$ cat config.mk
export PLATFORM = sky130hd
export DESIGN_NAME = trap_entry_seq
export DESIGN_NICKNAME = d
export VERILOG_FILES = /design/src/rtl/trap_entry_seq_pkg.sv /design/src/rtl/trap_entry_seq_vec_calc.sv /design/src/rtl/trap_entry_seq.sv
export SDC_FILE = /design/constraint.sdc
export NUM_CORES = 1
export LEC_CHECK = 0
export CAP_MARGIN = 20
export CORE_AREA = 2 2 211 213
export CTS_CLUSTER_SIZE = 8
export DETAILED_ROUTE_END_ITERATION = 10
export DIE_AREA = 0 0 213 215
export GPL_ROUTABILITY_DRIVEN = 0
export PLACE_DENSITY = 0.63
export SKIP_LAST_GASP = 1
export SLEW_MARGIN = 15
export SYNTH_ARGS = -nofsm -noshare
export SYNTH_HDL_FRONTEND = slang
export SYNTH_SLANG_ARGS = --single-unit
$ cat constraint.sdc
create_clock -name clk -period 10.48 [get_ports clk]
set_input_delay 2.096 -clock clk [delete_from_list [all_inputs] [get_ports clk]]
set_output_delay 2.096 -clock clk [all_outputs]
set_load 0.02 [all_outputs]
$ cat src/rtl/trap_entry_seq_pkg.sv
// Shared definitions for the trap entry sequencer: CSR addresses, states and
// privilege encoding.
package trap_entry_seq_pkg;

   localparam logic [11:0] MEPC   = 12'h341;
   localparam logic [11:0] MCAUSE = 12'h342;
   localparam logic [11:0] MTVAL  = 12'h343;
   localparam logic [11:0] SEPC   = 12'h141;
   localparam logic [11:0] SCAUSE = 12'h142;
   localparam logic [11:0] STVAL  = 12'h143;

   // Bit positions inside the one-hot privilege vector
   localparam int unsigned PRIV_U = 0;
   localparam int unsigned PRIV_S = 1;
   localparam int unsigned PRIV_M = 3;

   typedef enum logic [2:0] {
      IDLE,
      DRAIN,
      W_EPC,
      W_CAUSE,
      W_TVAL,
      COMMIT,
      REDIRECT
   } state_t;

   function automatic logic [11:0] csr_pick(input logic to_s,
                                            input logic [11:0] m_addr,
                                            input logic [11:0] s_addr);
      return to_s ? s_addr : m_addr;
   endfunction

endpackage

$ cat src/rtl/trap_entry_seq_vec_calc.sv
// Trap vector target: direct base, or base + 4*code for vectored interrupts.
module trap_vec_calc #(
   parameter int unsigned XLEN = 64
) (
   input  logic [XLEN-1:0] tvec,
   input  logic            is_int,
   input  logic [5:0]      code,
   output logic [XLEN-1:0] pc
);

   logic [XLEN-1:0] base;
   logic [XLEN-1:0] offset;

   always_comb begin
      base   = {tvec[XLEN-1:2], 2'b00};
      offset = '0;
      if (tvec[1:0] == 2'b01 && is_int)
         offset = {{(XLEN-8){1'b0}}, code, 2'b00};
      pc = base + offset;
   end

endmodule

$ cat src/rtl/trap_entry_seq.sv
// Trap entry sequencer: arbitrate exception vs interrupt, drain the pipe,
// write xEPC/xCAUSE/xTVAL, commit status and redirect fetch.
module trap_entry_seq
   import trap_entry_seq_pkg::*;
#(
   parameter int unsigned XLEN      = 64,
   parameter int unsigned DRAIN_MAX = 15
) (
   input  logic            clk,
   input  logic            rst,
   input  logic            int_req,
   input  logic            int_target_s,
   input  logic [XLEN-1:0] int_cause,
   input  logic            exc_req,
   input  logic            exc_to_s,
   input  logic [XLEN-1:0] exc_cause,
   input  logic [XLEN-1:0] exc_tval,
   input  logic [XLEN-1:0] epc_in,
   input  logic            pipe_idle,
   input  logic [XLEN-1:0] mtvec,
   input  logic [XLEN-1:0] stvec,
   input  logic [3:0]      priv,
   output logic            hold_pipe,
   output logic            trap_ack,
   output logic            csr_we,
   output logic [11:0]     csr_addr,
   output logic [XLEN-1:0] csr_wdata,
   output logic            status_commit,
   output logic            commit_to_s,
   output logic [3:0]      prev_priv,
   output logic            redirect_valid,
   output logic [XLEN-1:0] redirect_pc,
   output logic            busy
);

   localparam logic [3:0] DRAIN_LAST = 4'(DRAIN_MAX - 1);

   state_t          state;
   logic [XLEN-1:0] cause_q;
   logic [XLEN-1:0] tval_q;
   logic [XLEN-1:0] epc_q;
   logic            to_s_q;
   logic [3:0]      priv_q;
   logic [3:0]      drain_cnt;
   logic [XLEN-1:0] tvec;
   logic [XLEN-1:0] vec_pc;

   assign tvec = to_s_q ? stvec : mtvec;

   trap_vec_calc #(.XLEN(XLEN)) u_vec_calc (
      .tvec   (tvec),
      .is_int (cause_q[XLEN-1]),
      .code   (cause_q[5:0]),
      .pc     (vec_pc)
   );

   // Outputs are registered alongside the transition into the state they belong to.
   always_ff @(posedge clk) begin
      if (rst) begin
         state          <= IDLE;
         cause_q        <= '0;
         tval_q         <= '0;
         epc_q          <= '0;
         to_s_q         <= 1'b0;
         priv_q         <= '0;
         drain_cnt      <= '0;
         hold_pipe      <= 1'b0;
         busy           <= 1'b0;
         trap_ack       <= 1'b0;
         csr_we         <= 1'b0;
         csr_addr       <= '0;
         csr_wdata      <= '0;
         status_commit  <= 1'b0;
         commit_to_s    <= 1'b0;
         prev_priv      <= '0;
         redirect_valid <= 1'b0;
         redirect_pc    <= '0;
      end else begin
         trap_ack       <= 1'b0;
         csr_we         <= 1'b0;
         csr_addr       <= '0;
         csr_wdata      <= '0;
         status_commit  <= 1'b0;
         commit_to_s    <= 1'b0;
         prev_priv      <= '0;
         redirect_valid <= 1'b0;
         redirect_pc    <= '0;
         case (state)
            IDLE: begin
               if (exc_req || int_req) begin
                  cause_q   <= exc_req ? exc_cause : int_cause;
                  tval_q    <= exc_req ? exc_tval : '0;
                  to_s_q    <= exc_req ? exc_to_s : int_target_s;
                  epc_q     <= epc_in;
                  priv_q    <= priv;
                  drain_cnt <= '0;
                  trap_ack  <= 1'b1;
                  hold_pipe <= 1'b1;
                  busy      <= 1'b1;
                  state     <= DRAIN;
               end
            end
            DRAIN: begin
               if (pipe_idle || drain_cnt == DRAIN_LAST) begin
                  csr_we    <= 1'b1;
                  csr_addr  <= csr_pick(to_s_q, MEPC, SEPC);
                  csr_wdata <= {epc_q[XLEN-1:1], 1'b0};
                  state     <= W_EPC;
               end else begin
                  drain_cnt <= drain_cnt + 4'd1;
               end
            end
            W_EPC: begin
               csr_we    <= 1'b1;
               csr_addr  <= csr_pick(to_s_q, MCAUSE, SCAUSE);
               csr_wdata <= cause_q;
               state     <= W_CAUSE;
            end
            W_CAUSE: begin
               csr_we    <= 1'b1;
               csr_addr  <= csr_pick(to_s_q, MTVAL, STVAL);
               csr_wdata <= tval_q;
               state     <= W_TVAL;
            end
            W_TVAL: begin
               status_commit <= 1'b1;
               commit_to_s   <= to_s_q;
               prev_priv     <= priv_q;
               state         <= COMMIT;
            end
            COMMIT: begin
               redirect_valid <= 1'b1;
               redirect_pc    <= vec_pc;
               state          <= REDIRECT;
            end
            REDIRECT: begin
               hold_pipe <= 1'b0;
               busy      <= 1'b0;
               state     <= IDLE;
            end
            default: begin
               hold_pipe <= 1'b0;
               busy      <= 1'b0;
               state     <= IDLE;
            end
         endcase
      end
   end

endmodule

* Word level (Yosys, flattened, before mapping)
Index checks and enable logic that the tools add are counted.
** Storage, ports and cells
- Word-level logic and storage cells :: 72
- Flip-flop bits (word level) :: 354
- Input port bits :: 395
** Operators by class
- Bitwise operators :: 4
- Multiplexer cells :: 25
- Reductions and logical operators :: 14
- $add $sub $neg :: 2
- Equality and inequality tests :: 10
** Operators by type and width (count)
- 64-bit 2-to-1 mux :: 4
- 64-bit one-hot mux with 3 select lines :: 1
- 64-bit by 8-bit adder with 64-bit output :: 1
- 10-bit 2-to-1 mux :: 4
- 10-bit one-hot mux with 3 select lines :: 1
- 3-bit one-hot mux with 6 select lines :: 1
- 4-bit 2-to-1 mux :: 2
- 8-bit 2-to-1 mux :: 1
- 4-bit one-hot mux with 2 select lines :: 1
- 2-bit OR reduction :: 4
- 3-bit by 2-bit == test with 1-bit output, second input constant :: 2
- 3-bit == test, second input constant :: 2
- 1-bit 2-to-1 mux :: 6
- 3-bit 2-to-1 mux :: 2
- 2-bit inequality test, second input constant :: 3
- 2-bit AND reduction :: 3
- 5-bit OR reduction :: 1
- 4-bit by 1-bit adder with 4-bit output, second input constant :: 1
- 4-bit == test, second input constant :: 1
- 1-bit inverter :: 4
- 1-bit one-hot mux with 2 select lines :: 2
- 3-bit by 1-bit == test with 1-bit output, second input constant :: 1
- 3-bit zero test :: 1
- 3-bit AND reduction :: 1
- other kinds (4) :: 5

* Longest topological paths before layout
- Depth in word-level cells :: 5
- Mapped depth :: 17

* Hierarchy
A second synthesis with hierarchy kept.
** Unflattened totals
- Cells, all modules :: 1628
- Area, all modules :: 15084.5 µm²
** By module, submodules not included
- trap_entry_seq :: sequential area each 6886.6 µm², area an instance 13593.0 µm², cells each 1401, times used 1
- trap_vec_calc :: sequential area each 0.0 µm², area an instance 1491.4 µm², cells each 227, times used 1

* Worst setup path after synthesis
No wires, ideal clock.
- Path type :: input -> register
- Start :: input mtvec[0]
- End :: register redirect_pc[48]
- Setup time :: 0.130 ns
- Path slack :: 5.770 ns
- Data arrival time :: 4.581 ns
- Stages :: 12
- Path through :: inv_1 > o32ai_1 > and3_1 > ha_1 > inv_1 > fa_1 > nor2b_1 > o31a_1 > o211ai_1 > nor4b_4 > nand4_1 > nor3b_2
** On the way
- Cells in the longest elaborated chain, start to end :: 5
** Ends and longest elaborated chain
- from (decl) :: line trap_entry_seq.sv:20 : input logic [XLEN-1:0] mtvec,
- 64-bit 2-to-1 mux :: line trap_entry_seq.sv:48 : assign tvec = to_s_q ? stvec : mtvec;
- 2-bit by 1-bit == test with 1-bit output :: line trap_entry_seq_vec_calc.sv:17 : if (tvec[1:0] == 2'b01 && is_int)
- 1-bit logical AND :: line trap_entry_seq_vec_calc.sv:17
- 8-bit 2-to-1 mux :: line trap_entry_seq_vec_calc.sv:17
- 64-bit by 8-bit adder with 64-bit output :: line trap_entry_seq_vec_calc.sv:19 : pc = base + offset;
- to (signal assigned) :: line trap_entry_seq.sv:133 : redirect_pc <= vec_pc;
- to (decl) :: line trap_entry_seq.sv:32 : output logic [XLEN-1:0] redirect_pc,
No other way between the ends.
A chain may end at the register's enable or synchronous reset.

* Worst setup path after layout
- Start :: input mtvec[0]
- End :: register redirect_pc[61]
Same word-level chain as after synthesis.

==> impl_metrics.tcl <==
set metrics [dict create \
    h-tree-depth 2 \
    final_util_pct 51.2 \
    ys_top_cells_by_area "dfxtp_1, mux2i_1, nor2_1" \
    rows 77 \
    start_util_pct 35.1 \
    dpl.hpwl_um 41200 \
    syn_area_sq_um 15300 \
    vias 14375 \
    synth_area_leader_cell "dfxtp_1" \
    cts_tree "yes" \
    grt_pass1_wl_um 85300 \
    drc_errors 0 \
    portBuffers 535 \
    ys.flop_type "dfxtp_1" \
    die_area_sq_um 45800 \
    grt_antenna_before_repair 14 \
    crit_path_end_kind "flip-flop" \
    hold_buffers 0 \
    chipHeight_um 215 \
    cts_setup_buffers 0 \
    firstDrtPassIters 7 \
    ioPinCount 546 \
    yosysUniqueCellTypes 77 \
    hold_class "reg -> reg" \
    maxSlewHeadroom_pct 30.5 \
    netlist.area_leader.share_pct 44.7 \
    postSynth.asyncResetShare_pct 0 \
    critical_path_class "in -> reg" \
    ant_nets 0 \
    clkTransAtPathRegs_ns 0.05 \
    clk_path_buf_depth 3 \
    cpPeakStageDelay_ns 0.94 \
    fin_crit_ns 5.94 \
    skew_ns 0.0225 \
    tightest_slew_ns 1.04 \
    track_usage_pct 24.4 \
    syn_inst 1722 \
    crit_arrival_ns 6.37 \
    critPathSlowestCell "a2111oi_4" \
    outcome "completed" \
    finalHoldViolCount 0 \
    finalInstanceArea_sq_um 22300 \
    synth_seq_area_share_pct 44.7 \
    cpMostUsedCell "o21ai_1" \
    syn_to_final_growth_pct 45.7 \
    required_ns 10.92 \
    path_cells "clkdlybuf4s50_1 -> inv_1 -> o32ai_1 -> and3_1 -> ha_1 -> o211ai_1 -> o21ai_1 -> o2111ai_2 -> a2111oi_4 -> a311o_1 -> o21ai_1" \
    setup_ws_ns 4.54 \
    timing.hold.ws_ns 0.451 \
    wl_per_cell_um 20.6 \
    drt_iter0_drc 814 \
    synth_enable_flop_cells 0 \
    dp_slack_ns 4.10 \
    ir_drop_mv 0.119 \
    rsz0062_at_grt "no" \
    clock-sinks 342 \
    clk-insertion-delay-late_ns 0.59 \
    leakage_uw 0.00840 \
    drt_wl_total_um 57800 \
    finalSetupTns_ns 0 \
    synth_commonest_cells "dfxtp_1, nor2_1, nand2_1" \
    fp.dieW_um 213 \
    path_max_fanout 12 \
    grt_pass1_vias 14354 \
    ctsResizeCount 0 \
    place_area_sq_um 21000 \
    numCtsBuffers 48 \
    finalMaxSlewViolations 0 \
    vias_per_cell 5.13 \
    finalNetCount 2599 \
    overflow 0 \
    syn_avg_cell_area_sq_um 8.90 \
    timing.fmax_ghz 0.168 \
    fin_crit_sh_pct 56.6 \
    cap_violations 0 \
    synth-seq-cells 342 \
    yosysMostFrequentCell "dfxtp_1" \
    start_kind "input port" \
    coreArea_sq_um 43600 \
    grt_max_degree 83 \
    drive_gt1_share_pct 5.77 \
    setup_viol_count_final 0 \
    yosysWarnings 0 \
    pwr_density_cell_nw_per_um2 156 \
    cts_root_buf "clkbuf_16" \
]
==> state kept, by name (all words and copies together), names as in the netlist, 3 cells and up <==
register / flops
drain_cnt: 4
tval_q: 64
cause_q: 64
state: 3
epc_q: 63
csr_addr: 4
csr_wdata: 64
prev_priv: 4
redirect_pc: 62
priv_q: 4
==> worst max-delay path: cells and delay by family <==
kind	cells	cell delay [ns]
compound gates	7	3.24
buf+inv	2	0.50
simple gates	1	0.27
fa+ha+maj	1	0.25
==> area by class of cell <==
class / count / area (sq um)
Antenna cell: 12 / 30.0
Timing Repair Buffer: 548 / 5470
Tap cell: 592 / 741
Clock buffer: 53 / 1240
Sequential cell: 342 / 6850
Inverter: 14 / 52.6
Fill cell: 4121 / 21300
Multi-Input combinational cell: 1241 / 7910
Clock inverter: 2 / 46.3
==> metrics by stage <==
step | total power, uW | instances
6_report | 3490 | 2804
5_1_grt | 3650 | 2800
4_1_cts | 3530 | 2792
3_5_place_dp | 2130 | 2737
3_3_place_gp | 2120 | 2736
2_1_floorplan | 1840 | 1730
==> metal layers <==
layer	vias up	wire length [um]	global-route usage (%)
met4	8	1580	8.62
met1	6735	23000	28.5
met5	-	50	0
met3	95	5210	7.98
li1	6995	-	-
met2	542	27900	41.6
==> path summary, 6_finish.rpt <==
path	startpoint	end	slack [ns]	depth (start not counted)
setup / recovery	mtvec[0]	redirect_pc[61]$_SDFF_PP0_	4.54	11
hold / removal	epc_q[14]$_SDFFE_PP0P_	epc_q[14]$_SDFFE_PP0P_	0.45	2
setup reg to reg	to_s_q$_SDFFE_PP0P_	redirect_pc[61]$_SDFF_PP0_	5.88	9
hold reg to reg	epc_q[14]$_SDFFE_PP0P_	epc_q[14]$_SDFFE_PP0P_	0.45	2
==> cell usage in the layout, fill, tap and decap left out, drive strengths merged, types with 11 or more instances in the layout <==
master and instances:
and3 14, a211oi 71, mux2 17, a22oi 12, and2 11, nand4 27, nand3b 19, a21oi 157
diode 12, buf 15, nand2 192, nand3 34, xor2 23, clkbuf 53, xnor2 16, a22o 65
inv 13, mux2i 173, dfxtp 342, nor3 22, clkdlybuf4s50 533, o21ai 18, nor2 258
==> logic make-up (layout without fill, tap and decap cells) <==
family	after synthesis	in the layout	synth area share, %
AND/OR/NAND/NOR	627	627	19.1
other	1	21	0.0245
buffers and inverters	147	617	4.27
XOR/XNOR	39	39	2.23
AO/OA/AOI/OAI	367	367	16.4
multiplexers	190	190	12.5
flip-flops	342	342	44.7
adder cells (fa/ha/maj)	9	9	0.784
==> where the power goes <==
part           switching, uW  internal (uW)  total (uW)
Sequential              59.4           1390        1450
Combinational            343            307         651
Clock                    568            824        1390
Power figures use the tool's default switching activity.
